### config.mk
export PLATFORM = sky130hd
export DESIGN_NAME = armleocpu_tlb_sequencer
export DESIGN_NICKNAME = d
export VERILOG_FILES = /design/src/rtl/armleocpu_tlb_sequencer.sv
export SDC_FILE = /design/constraint.sdc
export NUM_CORES = 1
export LEC_CHECK = 0
export BUFFER_PORTS_ARGS = -buffer_cell sky130_fd_sc_hd__buf_2
export CAP_MARGIN = 25
export CORE_AREA = 2 2 83 85
export DETAILED_ROUTE_END_ITERATION = 12
export DIE_AREA = 0 0 85 87
export REMOVE_ABC_BUFFERS = 1
export SLEW_MARGIN = 20
export SYNTH_ARGS = -nofsm -noshare
export SYNTH_HDL_FRONTEND = slang
export SYNTH_SLANG_ARGS = --single-unit
### constraint.sdc
create_clock -name clk -period 1.1 [get_ports clk]
set_clock_uncertainty 0.1 [all_clocks]
set_input_delay 0.055 -clock clk [delete_from_list [all_inputs] [get_ports clk]]
set_output_delay 0.055 -clock clk [all_outputs]
set_load 0.05 [all_outputs]
### src/rtl/armleocpu_tlb_sequencer.sv
// TLB command-port owner: refill/resolve arbitration, set-by-set invalidation sweep, registered responses.
// Optional hit/miss counters when ARMLEOCPU_TLB_SEQ_STATS_EN is defined.
module armleocpu_tlb_sequencer #(
  parameter int ENTRIES_W = 1
) (
  input  logic                 clk,
  input  logic                 rst_n,
  input  logic                 flush_req,
  output logic                 flush_done,
  input  logic                 resolve_valid,
  output logic                 resolve_ready,
  input  logic [19:0]          resolve_vaddr,
  output logic                 resp_valid,
  output logic                 resp_hit,
  output logic [7:0]           resp_accesstag,
  output logic [21:0]          resp_phys,
  input  logic                 write_valid,
  output logic                 write_ready,
  input  logic [19:0]          write_vaddr,
  input  logic [7:0]           write_accesstag,
  input  logic [21:0]          write_phys,
  output logic [1:0]           tlb_command,
  output logic [ENTRIES_W-1:0] tlb_invalidate_set_index,
  output logic [19:0]          tlb_virtual_address,
  output logic [19:0]          tlb_virtual_address_w,
  output logic [7:0]           tlb_accesstag_w,
  output logic [21:0]          tlb_phys_w,
  input  logic                 tlb_hit,
  input  logic [7:0]           tlb_accesstag_r,
  input  logic [21:0]          tlb_phys_r
`ifdef ARMLEOCPU_TLB_SEQ_STATS_EN
  ,
  output logic [31:0]          stat_hits,
  output logic [31:0]          stat_misses
`endif
);

  localparam logic [1:0] TLB_CMD_NONE       = 2'b00;
  localparam logic [1:0] TLB_CMD_RESOLVE    = 2'b01;
  localparam logic [1:0] TLB_CMD_WRITE      = 2'b10;
  localparam logic [1:0] TLB_CMD_INVALIDATE = 2'b11;

  typedef enum logic {
    FLUSH,
    IDLE
  } state_t;

  state_t               state, state_nxt;
  logic [ENTRIES_W-1:0] idx;
  logic                 idx_last;

  assign idx_last = (idx == '1);
  assign tlb_invalidate_set_index = idx;

  always_ff @(posedge clk or negedge rst_n) begin
    if (!rst_n) begin
      state      <= FLUSH;
      idx        <= '0;
      flush_done <= 1'b0;
      resp_valid <= 1'b0;
    end else begin
      state      <= state_nxt;
      flush_done <= (state == FLUSH) && idx_last;
      resp_valid <= resolve_valid && resolve_ready;
      if (state == FLUSH)
        idx <= idx_last ? '0 : idx + ENTRIES_W'(1);
    end
  end

  always_comb begin
    state_nxt             = state;
    tlb_command           = TLB_CMD_NONE;
    resolve_ready         = 1'b0;
    write_ready           = 1'b0;
    tlb_virtual_address   = '0;
    tlb_virtual_address_w = '0;
    tlb_accesstag_w       = '0;
    tlb_phys_w            = '0;
    case (state)
      FLUSH: begin
        tlb_command = TLB_CMD_INVALIDATE;
        if (idx_last)
          state_nxt = IDLE;
      end
      IDLE: begin
        // Flush request wins and issues nothing this cycle, so no request is lost mid-sweep.
        if (flush_req) begin
          state_nxt = FLUSH;
        end else if (write_valid) begin
          write_ready           = 1'b1;
          tlb_command           = TLB_CMD_WRITE;
          tlb_virtual_address_w = write_vaddr;
          tlb_accesstag_w       = write_accesstag;
          tlb_phys_w            = write_phys;
        end else if (resolve_valid) begin
          resolve_ready       = 1'b1;
          tlb_command         = TLB_CMD_RESOLVE;
          tlb_virtual_address = resolve_vaddr;
        end
      end
      default: state_nxt = FLUSH;
    endcase
  end

  assign resp_hit       = resp_valid && tlb_hit;
  assign resp_accesstag = resp_valid ? tlb_accesstag_r : '0;
  assign resp_phys      = resp_valid ? tlb_phys_r : '0;

`ifdef ARMLEOCPU_TLB_SEQ_STATS_EN
  always_ff @(posedge clk or negedge rst_n) begin
    if (!rst_n) begin
      stat_hits   <= '0;
      stat_misses <= '0;
    end else if (resp_valid) begin
      if (tlb_hit) begin
        if (stat_hits != '1)
          stat_hits <= stat_hits + 32'd1;
      end else begin
        if (stat_misses != '1)
          stat_misses <= stat_misses + 32'd1;
      end
    end
  end
`endif

endmodule

==> Word-level counts from Yosys, hierarchy flattened <==
Cells that the tools add are included.
{ "word_totals": {"reg_bits": 4, "latch_bits": 0, "ram_bits": 0, "rom_bits": 0, "output_inout_bits": 108, "wordCells": 39, "n_memories": 0} }
{ "op_classes": {"add_sub_neg": 1, "multipliers": 0, "div_mod_pow": 0, "n_lt_le_gt_ge": 0, "n_eq_ne": 0, "shift": 0, "muxes": 30, "n_bitwise": 1, "n_reduce_logical": 3} }
{ "ops": {"columns": ["cell", "count"], "rows": [
  ["$mux W20", 7],
  ["$mux W22", 4],
  ["$mux W8", 4],
  ["$mux W1", 11],
  ["$mux W2", 2],
  ["$pmux W2 S2", 1],
  ["$logic_and A1 B1 Y1", 3],
  ["$pmux W1 S2", 1],
  ["$add A1 B1 Y1 const B", 1],
  ["$not A1 Y1", 1]
]} }

==> Logic depth before layout (Yosys ltp) <==
Gate-level depths: netlist of the first run.
{ "depth": {"word_depth": 5, "ltp_mapped": 4, "mapped_depth_nobuf": 2} }

==> Least setup slack after synthesis of the first run <==
OpenSTA, ideal clock, no wires.
{ "synth_path": {"path_type": "flip-flop to output port", "startpoint": "reg resp_valid", "endpoint": "out resp_accesstag[0]", "arrival_time_ns": 1.335, "slack_ns": -0.390, "stages_incl_launch_ff": 3, "cell_sequence": "dfrtp_1 clkbuf_1 and2_1"} }
{ "synth_between": {"elab_chain_cells": 1} }
{ "synth_lines": {"columns": ["element", "line_no", "text"], "rows": [
  ["start, declared", "13", "output logic resp_valid,"],
  ["start signal, assigned", "64", "resp_valid <= resolve_valid && resolve_ready;"],
  ["$mux W8", "106", "assign resp_accesstag = resp_valid ? tlb_accesstag_r : '0;"],
  ["end, declared", "15", "output logic [7:0] resp_accesstag,"]
]} }
No other way between the ends.

==> Worst setup path in the final report of the first run <==
{ "layout_path": {"startpoint": "reg state", "endpoint": "out tlb_virtual_address[15]"} }
{ "layout_between": {"elab_chain_cells": 1} }
{ "layout_lines": {"columns": ["element", "line_no", "text"], "rows": [
  ["start, declared", "48", "state_t state, state_nxt;"],
  ["start signal, assigned", "62", "state <= state_nxt;"],
  ["$mux W20", "79", "case (state)"],
  ["end, declared", "24", "output logic [19:0] tlb_virtual_address,"]
]} }
No other way between the ends.

==> qor.csv, run 1 <==
stage,metric,value,unit
clocking,Sink Count,4,
floorplan,starting density of the core,14.3,%
floorplan,FP Rows,30,
clocking,CTS tree,yes,
floorplan,die area,0.00740,mm²
setup_path,crit path max fanout,5,
layout,antenna fix cells,0,
sta,Setup-failing EPs final,110,
setup_path,Crit. End Element,output port,
sta,final hold violation count,0,
route,Antenna Violating Nets Remaining,0,
layout,Non-Filler Instances,432,
layout,share of layout cells above drive strength 1,94.6,%
layout,Fillers,564,
worst_hold_path,HP Class,in2async,
synthesis,cell count after synthesis,127,
run_status,status,"complete, but fails checks",
sta,WHS,0.0881,ns
sta,Worst Tran Pin Value,0.251,ns
synthesis,dominant cell type by area after synthesis,and2_1,
synthesis,Yosys reg bits,4,
sta,slew margin rel.,83.4,%
grt,vias in the first global route,1772,
route,routed vias,1772,
layout,"most common cell after layout, fill and taps aside",buf_2,
grt,pin count of the biggest net entering global routing,33,
layout,Register Area,103,µm²
grt,first-pass GRT wire length,8750,µm
setup_path,Crit path required time,0.94,ns
layout,area of the multi-input gates,991,µm²
route,Post-route DRC,0,
clocking,CTS root buf,clkbuf_8,
sta,fin crit share,139,%
place,hpwl dp,4190,µm
flow_run,total of max-cap violations,0,
sta,Final min period,1.53,ns
setup_path,Worst Setup Start Kind,flop,
layout,area growth from synthesis to layout,268,%
floorplan,Die Wd,85,µm
floorplan,io pins,214,
route,vias per cell,4.10,
layout,fin nets,460,
place,placed instance count,417,
power,VDD IR max,0.000695,V
synthesis,synth unique cells,15,
grt,initial antenna violation count,0,
sta,Final WS setup,-0.427,ns
route,drt total wl,6700,µm
clocking,H-tree depth,1,
floorplan,Die Height,87,µm
route,Routed WL per cell,15.5,µm
clocking,CTS Buf Count,3,
clocking,Clock transition at path regs,0.04,ns
synthesis,ranking of synthesized cells by area,"and2_1 (61%), dfrtp_1 (11%), buf_6 (9.6%)",
synthesis,top-area cell type share of the netlist area,60.6,%
run_status,failing checks,negative setup slack,
grt,total track usage,15.3,%
route,First DRT Iteration DRCs,33,
clocking,CTS Buffer Depth,2,
setup_path,type of the worst setup path,reg2out,
layout,most frequent cells in the layout,"buf_2 (106), and2_4 (80), buf_8 (58)",
sta,Peak Freq,0.655,GHz
synthesis,YS warnings,0,
synthesis,register area share after synthesis,10.7,%
sta,Pins Over Slew Limit,0,
grt,GRT overflow,0,
setup_path,worst path arrival time,1.37,ns
sta,unrepaired setup endpoints after global routing,yes,
synthesis,synthesized area per cell,7.40,µm²
setup_path,reg-to-reg setup timing slack,-0.31,ns
power,leakage power,1.81,nW
route,DRT Pass-1 Iters,4,
sta,Final TNS setup,-34.25,ns
place,GP Congestion,0.797,
place,Buffers on Ports,213,
synthesis,Mapped Area,940,µm²
power,PwrDens,1110,mW/mm²
clocking,"Clk Latency, worst-skew pair",0.22,ns
floorplan,total core area,0.00657,mm²
where the power goes:
group / total (W) / switching, W / internal (W)
clock: 0.000317 / 0.0000834 / 0.000234
combinational: 0.00328 / 0.00178 / 0.00150
sequential: 0.000245 / 0.0000344 / 0.000211
critical path, stage by stage (launching register included):
cell,delay (ns)
dfrtp_2,0.40
buf_4,0.16
and4bb_2,0.26
and2_1,0.18
buf_6,0.15
state kept, by name, summed over array words and instances, names as in the netlist:
name,count
flush_done,1
resp_valid,1
state,1
tlb_invalidate_set_index,1
path summary, 6_finish.rpt:
| path | startpoint | end | cells after the start |
|---|---|---|---|
| worst max-delay path | state | tlb_virtual_address[15] | 4 |
| worst min-delay path | rst_n | flush_done | 2 |
| worst max register to register | state | state | 6 |
| worst min register to register | tlb_invalidate_set_index | tlb_invalidate_set_index | 2 |
| max in group asynchronous | rst_n | resp_valid | 2 |
| min in group clk | resolve_valid | resp_valid | 2 |
cell usage after synthesis:
cell type	n
inv_1	2
clkbuf_1	3
a21o_2	1
and4_2	1
and4bb_2	1
nand2b_1	1
and2_2	9
and2_1	91
xnor2_1	1
and2b_2	1
dfrtp_1	4
buf_6	8
and4bb_4	1
o21ai_0	2
and3b_4	1
per-stage QoR:
step                setup WS, ns  power, W  cell area [µm²]  utilization [%]
floorplan                 -0.471   0.00170              838                -
global placement          -0.226   0.00252             2150             32.7
detailed placement        -0.252   0.00253             2150             32.7
CTS                       -0.423   0.00359             3100             47.2
global route              -0.463   0.00402             3460             52.6
finish                    -0.427   0.00384             3460             52.6
area by class of cell:
class,instances,area share [%]
Timing Repair Buffer,230,64.1
Clock buffer,3,1.19
Tap cell,80,2.90
Multi-Input combinational cell,113,28.7
Inverter,2,0.217
Sequential cell,4,2.97
repair_timing:
item / in CTS / in global routing
gates resized for setup: 274 / 86
gates cloned: 3 / 4
pin swaps: 1 / 0
hold buffers: 1 / 0
endpoints found under the hold margin: 4 / 0
setup endpoints to repair: 107 / 111
buffers inserted: 4 / 1
logic make-up (layout without fill, tap and decap cells):
family / after synthesis / after routing / synth area share, %
compound gates: 3 / 3 / 2.00
xor+xnor: 1 / 1 / 0.932
buf+inv: 13 / 235 / 11.6
flops: 4 / 4 / 10.7
simple gates: 106 / 109 / 74.8
per-layer routing:
metal | GRT usage (%) | part of all wire, % | vias up
met4 | 4.76 | 1.1 | 0
met5 | 0 | 0 | -
met3 | 6.82 | 12 | 6
met1 | 14.4 | 31 | 785
li1 | - | - | 840
met2 | 29.5 | 55 | 141
Note: power is estimated with default switching activity, not from simulation.
==> run 2: changes to the inputs <==
--- a/config.mk
+++ b/config.mk
@@ -7,9 +7,10 @@
 export LEC_CHECK = 0
 export BUFFER_PORTS_ARGS = -buffer_cell sky130_fd_sc_hd__buf_2
 export CAP_MARGIN = 25
-export CORE_AREA = 2 2 83 85
+export CORE_MARGIN = 10
+export CORE_UTILIZATION = 21
 export DETAILED_ROUTE_END_ITERATION = 12
-export DIE_AREA = 0 0 85 87
+export PLACE_DENSITY = 0.78
 export REMOVE_ABC_BUFFERS = 1
 export SLEW_MARGIN = 20
 export SYNTH_ARGS = -nofsm -noshare
==> run 2 against run 1 <==
Effect of this change: the run still ends with negative setup slack left; critical endpoint is now tlb_phys_w[1]; utilization grew 24 points; first-iteration DRC count rose by 21%; total power decreased by 6.0%; non-clock buffer count unchanged; flip-flop and latch count unchanged; die area grew 2.1%; fmax fell by 0.13%; sequential share of layout area rose by 0.083 points; via count rose by 5.6%; sequential power shrank 2%.
==> qor.csv, run 2 (same netlist as run 1, synthesis figures left out) <==
stage,metric,value,unit,change
grt,pin count of the biggest net entering global routing,26,,was 33
setup_path,worst path arrival time,1.37,ns,about the same
worst_hold_path,HP Class,in2async,,unchanged
power,leakage power,1.77,nW,was 1.81 nW
clocking,CTS Buffer Depth,2,,unchanged
sta,slew margin rel.,83.0,%,was 83.4%
route,drt total wl,9570,µm,was 6700 µm
route,First DRT Iteration DRCs,40,,was 33
flow_run,total of max-cap violations,0,,unchanged
floorplan,die area,0.00755,mm²,was 0.00740 mm²
power,PwrDens,1090,mW/mm²,was 1110 mW/mm²
clocking,"Clk Latency, worst-skew pair",0.21,ns,was 0.22 ns
run_status,status,"complete, but fails checks",,unchanged
setup_path,type of the worst setup path,reg2out,,unchanged
layout,share of layout cells above drive strength 1,90.3,%,was 94.6%
floorplan,Die Height,86.9,µm,was 87 µm
grt,total track usage,21.2,%,was 15.3%
power,VDD IR max,0.000778,V,was 0.000695 V
sta,Setup-failing EPs final,107,,was 110
setup_path,worst r2r path cells,3,,was 6
route,Post-route DRC,0,,unchanged
floorplan,starting density of the core,21.6,%,was 14.3%
clocking,CTS Buf Count,3,,unchanged
route,Routed WL per cell,23.6,µm,was 15.5 µm
sta,final hold violation count,0,,unchanged
route,routed vias,1871,,was 1772
setup_path,crit path max fanout,25,,was 5
sta,Peak Freq,0.654,GHz,was 0.655 GHz
sta,Final WS setup,-0.429,ns,was -0.427 ns
power,total power,0.00361,W,was 0.00384 W
layout,fin nets,460,,unchanged
grt,initial antenna violation count,1,,was 0
clocking,CTS root buf,clkbuf_8,,unchanged
place,placed instance count,389,,was 417
floorplan,FP Rows,24,,was 30
sta,Final min period,1.53,ns,about the same
sta,fin crit share,139,%,about the same
sta,Pins Over Slew Limit,0,,unchanged
clocking,CTS tree,yes,,unchanged
place,GP Congestion,0.838,,was 0.797
route,vias per cell,4.62,,was 4.10
place,Buffers on Ports,213,,unchanged
grt,vias in the first global route,2036,,was 1772
sta,Worst Tran Pin Value,0.256,ns,was 0.251 ns
place,hpwl dp,6020,µm,was 4190 µm
layout,post-layout util,76.3,%,was 52.6%
route,DRT Pass-1 Iters,4,,unchanged
grt,first-pass GRT wire length,12400,µm,was 8750 µm
setup_path,Crit. End Element,output port,,unchanged
clocking,Sink Count,4,,unchanged
clocking,Clock transition at path regs,0.03,ns,was 0.04 ns
setup_path,Crit path required time,0.94,ns,about the same
floorplan,Die Wd,86.9,µm,was 85 µm
layout,area growth from synthesis to layout,254,%,was 268%
setup_path,Worst Setup Start Kind,flop,,unchanged
run_status,failing checks,negative setup slack,,unchanged
layout,"most common cell after layout, fill and taps aside",buf_2,,unchanged
floorplan,total core area,0.00435,mm²,was 0.00657 mm²
grt,GRT overflow,0,,unchanged
layout,Fillers,277,,was 564
clocking,H-tree depth,1,,unchanged
floorplan,io pins,214,,unchanged
layout,Non-Filler Instances,405,,was 432
layout,most frequent cells in the layout,"buf_2 (106), and2_4 (68), buf_6 (61)",,"was buf_2 (106), and2_4 (80), buf_8 (58)"
route,Antenna Violating Nets Remaining,0,,unchanged
sta,unrepaired setup endpoints after global routing,yes,,unchanged
sta,Final TNS setup,-34.86,ns,was -34.25 ns
-- run 2: report_power, final --
| part | internal, W | switching [W] | leakage [nW] |
|---|---|---|---|
| sequential | 0.000207 | 0.0000334 | 0.0485 |
| clock | 0.000234 | 0.0000807 | 0.0216 |
| combinational | 0.00129 | 0.00176 | 1.70 |
-- run 2: layout make-up --
class	instances	area, µm²	area share, %
inverters	2	7.51	0.226
clock buffers	3	41.3	1.24
repair buffers	230	2160	65.0
well taps	52	65.1	1.96
multi-input cells	113	946	28.5
flip-flops and latches	4	101	3.05
diodes	1	2.50	0.0753
-- run 2: timing repair --
item | 4_1_cts | 5_1_grt
gates resized for setup | 273 | 59
setup buffers | 3 | 1
hold buffers | 1 | 0
hold endpoints to repair | 4 | 0
cloned | 6 | 1
pin swaps | 3 | 0
setup endpoints to repair | 107 | 109
-- run 2: per-stage QoR --
stage / hold slack, ns / worst slack [ns] / cell area (µm²)
finish: 0.0915 / -0.429 / 3320
global route: 0.101 / -0.473 / 3320
CTS: 0.0906 / -0.394 / 3110
detailed placement: -0.227 / -0.253 / 2070
global placement: -0.224 / -0.244 / 2070
floorplan: -0.341 / -0.471 / 838
-- run 2: final timing paths --
kind                                               start                  endpoint  slack, ns
worst max-delay path                               state             tlb_phys_w[1]      -0.43
min in group clk                               flush_req                     state       0.26
worst min register to register  tlb_invalidate_set_index  tlb_invalidate_set_index       0.44
worst max register to register                     state                     state      -0.05
worst min-delay path                               rst_n                flush_done       0.09
max in group asynchronous                          rst_n                resp_valid       0.66
-- run 2: routing by layer --
metal	up-vias	share of wire, %	global-route usage (%)
li1	844	-	-
met1	857	30	18.3
met2	148	53	39.4
met3	22	14	12.1
met4	0	2.5	7.36
met5	-	0	0
-- run 2: worst max-delay path: stages (launching register included) --
cell,delay (ns)
dfrtp_1,0.38
and3b_4,0.26
buf_12,0.17
and2_1,0.17
buf_6,0.17
==> run 3: changes to the inputs <==
--- a/config.mk
+++ b/config.mk
@@ -7,12 +7,9 @@
 export LEC_CHECK = 0
 export BUFFER_PORTS_ARGS = -buffer_cell sky130_fd_sc_hd__buf_2
 export CAP_MARGIN = 25
-export CORE_MARGIN = 10
-export CORE_UTILIZATION = 21
+export CORE_AREA = 2 2 83 85
 export DETAILED_ROUTE_END_ITERATION = 12
-export PLACE_DENSITY = 0.78
-export REMOVE_ABC_BUFFERS = 1
-export SLEW_MARGIN = 20
+export DIE_AREA = 0 0 85 87
 export SYNTH_ARGS = -nofsm -noshare
 export SYNTH_HDL_FRONTEND = slang
 export SYNTH_SLANG_ARGS = --single-unit
==> run 3 against run 2 <==
Effect of this change: the flow still finishes with violations (negative setup slack); wire length down 38%; combinational power up 5%; sequential share of layout area is 0.14 points lower; die area decreased by 2.1%; total power grew 4.5%; sequential power is 9.5% higher; critical path depth unchanged; hold slack improved by 0.016 ns; fmax increased by 0.70%; first-iteration DRC count shrank 53%; cell count up 6.9%; non-clock buffer count rose by 2; critical path type unchanged.
==> qor.csv, run 3 (same netlist as run 1, synthesis figures left out) <==
stage,metric,value,unit,change
floorplan,Die Height,87,µm,was 86.9 µm
sta,unrepaired setup endpoints after global routing,yes,,unchanged
sta,Final min period,1.52,ns,was 1.53 ns
layout,Non-Filler Instances,433,,was 405
clocking,CTS Buf Count,3,,unchanged
place,GP Congestion,0.736,,was 0.838
floorplan,io pins,214,,unchanged
setup_path,Reg2Reg Capture Point,state,,unchanged
run_status,status,"complete, but fails checks",,unchanged
layout,"most common cell after layout, fill and taps aside",buf_2,,unchanged
sta,fin crit share,138,%,was 139%
layout,most frequent cells in the layout,"buf_2 (107), and2_4 (100), buf_8 (77)",,"was buf_2 (106), and2_4 (68), buf_6 (61)"
floorplan,starting density of the core,14.3,%,was 21.6%
layout,area of the multi-input gates,0.00101,mm²,was 946 µm²
sta,final hold violation count,0,,unchanged
sta,Final TNS setup,-34.10,ns,was -34.86 ns
clocking,"Clk Latency, worst-skew pair",0.22,ns,was 0.21 ns
setup_path,crit path max fanout,17,,was 25
grt,initial antenna violation count,0,,was 1
setup_path,CP cell instances,"and3b_4, buf_12, and2_4, buf_8",,"was and3b_4, buf_12, and2_1, buf_6"
sta,Setup-failing EPs final,109,,was 107
layout,Register Area,103,µm²,was 101 µm²
layout,fin nets,461,,was 460
clocking,CTS tree,yes,,unchanged
route,Routed WL per cell,13.7,µm,was 23.6 µm
route,vias per cell,4.02,,was 4.62
setup_path,Crit. End Element,output port,,unchanged
clocking,CTS root buf,clkbuf_8,,unchanged
setup_path,Crit path required time,0.94,ns,about the same
route,First DRT Iteration DRCs,19,,was 40
power,PwrDens,1070,mW/mm²,was 1090 mW/mm²
setup_path,worst path arrival time,1.36,ns,was 1.37 ns
synthesis,Synthesized Nets,233,,
setup_path,reg-to-reg setup timing slack,-0.19,ns,was -0.05 ns
layout,Fillers,584,,was 277
power,VDD IR max,0.000703,V,was 0.000778 V
clocking,Sink Count,4,,unchanged
sta,slew margin rel.,81.1,%,was 83.0%
clocking,Clock transition at path regs,0.03,ns,about the same
route,DRT Pass-1 Iters,2,,was 4
setup_path,Worst Setup Start Kind,flop,,unchanged
place,placed cell areas,0.00233,mm²,was 0.00207 mm²
setup_path,Crit Reg-Reg Startpoint,state,,unchanged
setup_path,CP max stage cell,dfrtp_1,,unchanged
grt,total track usage,14.5,%,was 21.2%
setup_path,Slowest Stage Delay on Critical Path,0.38,ns,about the same
layout,area growth from synthesis to layout,275,%,was 254%
route,Antenna Violating Nets Remaining,0,,unchanged
power,total power,0.00377,W,was 0.00361 W
setup_path,Critical Path Sink,tlb_accesstag_w[2],,was tlb_phys_w[1]
sta,Final WS setup,-0.418,ns,was -0.429 ns
floorplan,Die Wd,85,µm,was 86.9 µm
grt,first-pass GRT wire length,8590,µm,was 12400 µm
setup_path,crit path from,state,,unchanged
grt,GRT overflow,0,,unchanged
run_status,failing checks,negative setup slack,,unchanged
clocking,H-tree depth,1,,unchanged
grt,pin count of the biggest net entering global routing,33,,was 26
layout,antenna fix cells,0,,was 1
sta,Peak Freq,0.659,GHz,was 0.654 GHz
route,drt total wl,5940,µm,was 9570 µm
power,leakage power,1.84,nW,was 1.77 nW
sta,Worst Tran Pin Value,0.285,ns,was 0.256 ns
flow_run,total of max-cap violations,0,,unchanged
sta,WHS,0.107,ns,was 0.0915 ns
route,Post-route DRC,0,,unchanged
layout,design area,0.00352,mm²,was 0.00332 mm²
floorplan,total core area,0.00657,mm²,was 0.00435 mm²
clocking,CTS Buffer Depth,2,,unchanged
place,placed instance count,418,,was 389
place,hpwl dp,3800,µm,was 6020 µm
route,routed vias,1739,,was 1871
setup_path,type of the worst setup path,reg2out,,unchanged
layout,share of layout cells above drive strength 1,98.0,%,was 90.3%
sta,Pins Over Slew Limit,0,,unchanged
grt,vias in the first global route,1803,,was 2036
place,Buffers on Ports,213,,unchanged
floorplan,die area,0.00740,mm²,was 0.00755 mm²
floorplan,FP Rows,30,,was 24
worst_hold_path,HP Class,in2async,,unchanged
setup_path,worst r2r path cells,5,,was 3
run 3: changes by cell type in the layout (fill, tap and decap cells not counted), sizes merged:
cell | previous run | this run
and4bb | 5 | 4
clkbuf | 3 | 5
diode | 1 | 0
run 3: layout make-up:
type                    instances  share of cell area [%]
clock buffers                   3                    1.17
inverters                       2                   0.213
multi-input cells             112                    28.7
flip-flops and latches          4                    2.91
well taps                      80                    2.84
repair buffers                232                    64.2
run 3: what timing repair did:
| action | in CTS | in global routing |
|---|---|---|
| setup endpoints to repair | 107 | 110 |
| gates cloned | 3 | 3 |
| pin swaps | 2 | 3 |
| resized for setup | 290 | 11 |
| hold buffers | 1 | 0 |
| setup buffers | 3 | 2 |
| endpoints found under the hold margin | 4 | 0 |
run 3: per-stage QoR:
step                worst slack, ns  utilization, %
finish                       -0.418            53.6
global route                 -0.477            53.6
CTS                          -0.423            52.0
detailed placement           -0.261            35.5
global placement             -0.246            35.5
floorplan                    -0.140               -
run 3: worst max-delay path: cells and delay by family, from the launching register on:
kind	cells	cell delay, ns
buffers and inverters	2	0.30
DFF	1	0.38
and+or+nand+nor	2	0.45
run 3: metal layers:
layer | part of all wire, % | global-route usage (%)
met4 | 0.93 | 3.75
met5 | 0 | 0
met2 | 59 | 29.9
met1 | 32 | 14.4
met3 | 8.0 | 3.03
run 3: how the worst min path moves through the flow:
stage | startpoint | endpoint | cells after the start
finish | rst_n | state | 2
global route | flush_req | state | 3
CTS | flush_req | state | 3
detailed placement | rst_n | flush_done | 1
global placement | rst_n | flush_done | 1
floorplan | rst_n | flush_done | 0
run 3: where the power goes:
group	leakage (nW)	internal (W)	total (W)	switching [W]
logic	1.77	0.00147	0.00320	0.00173
clock network	0.0216	0.000233	0.000310	0.0000768
registers	0.0475	0.000212	0.000264	0.0000520
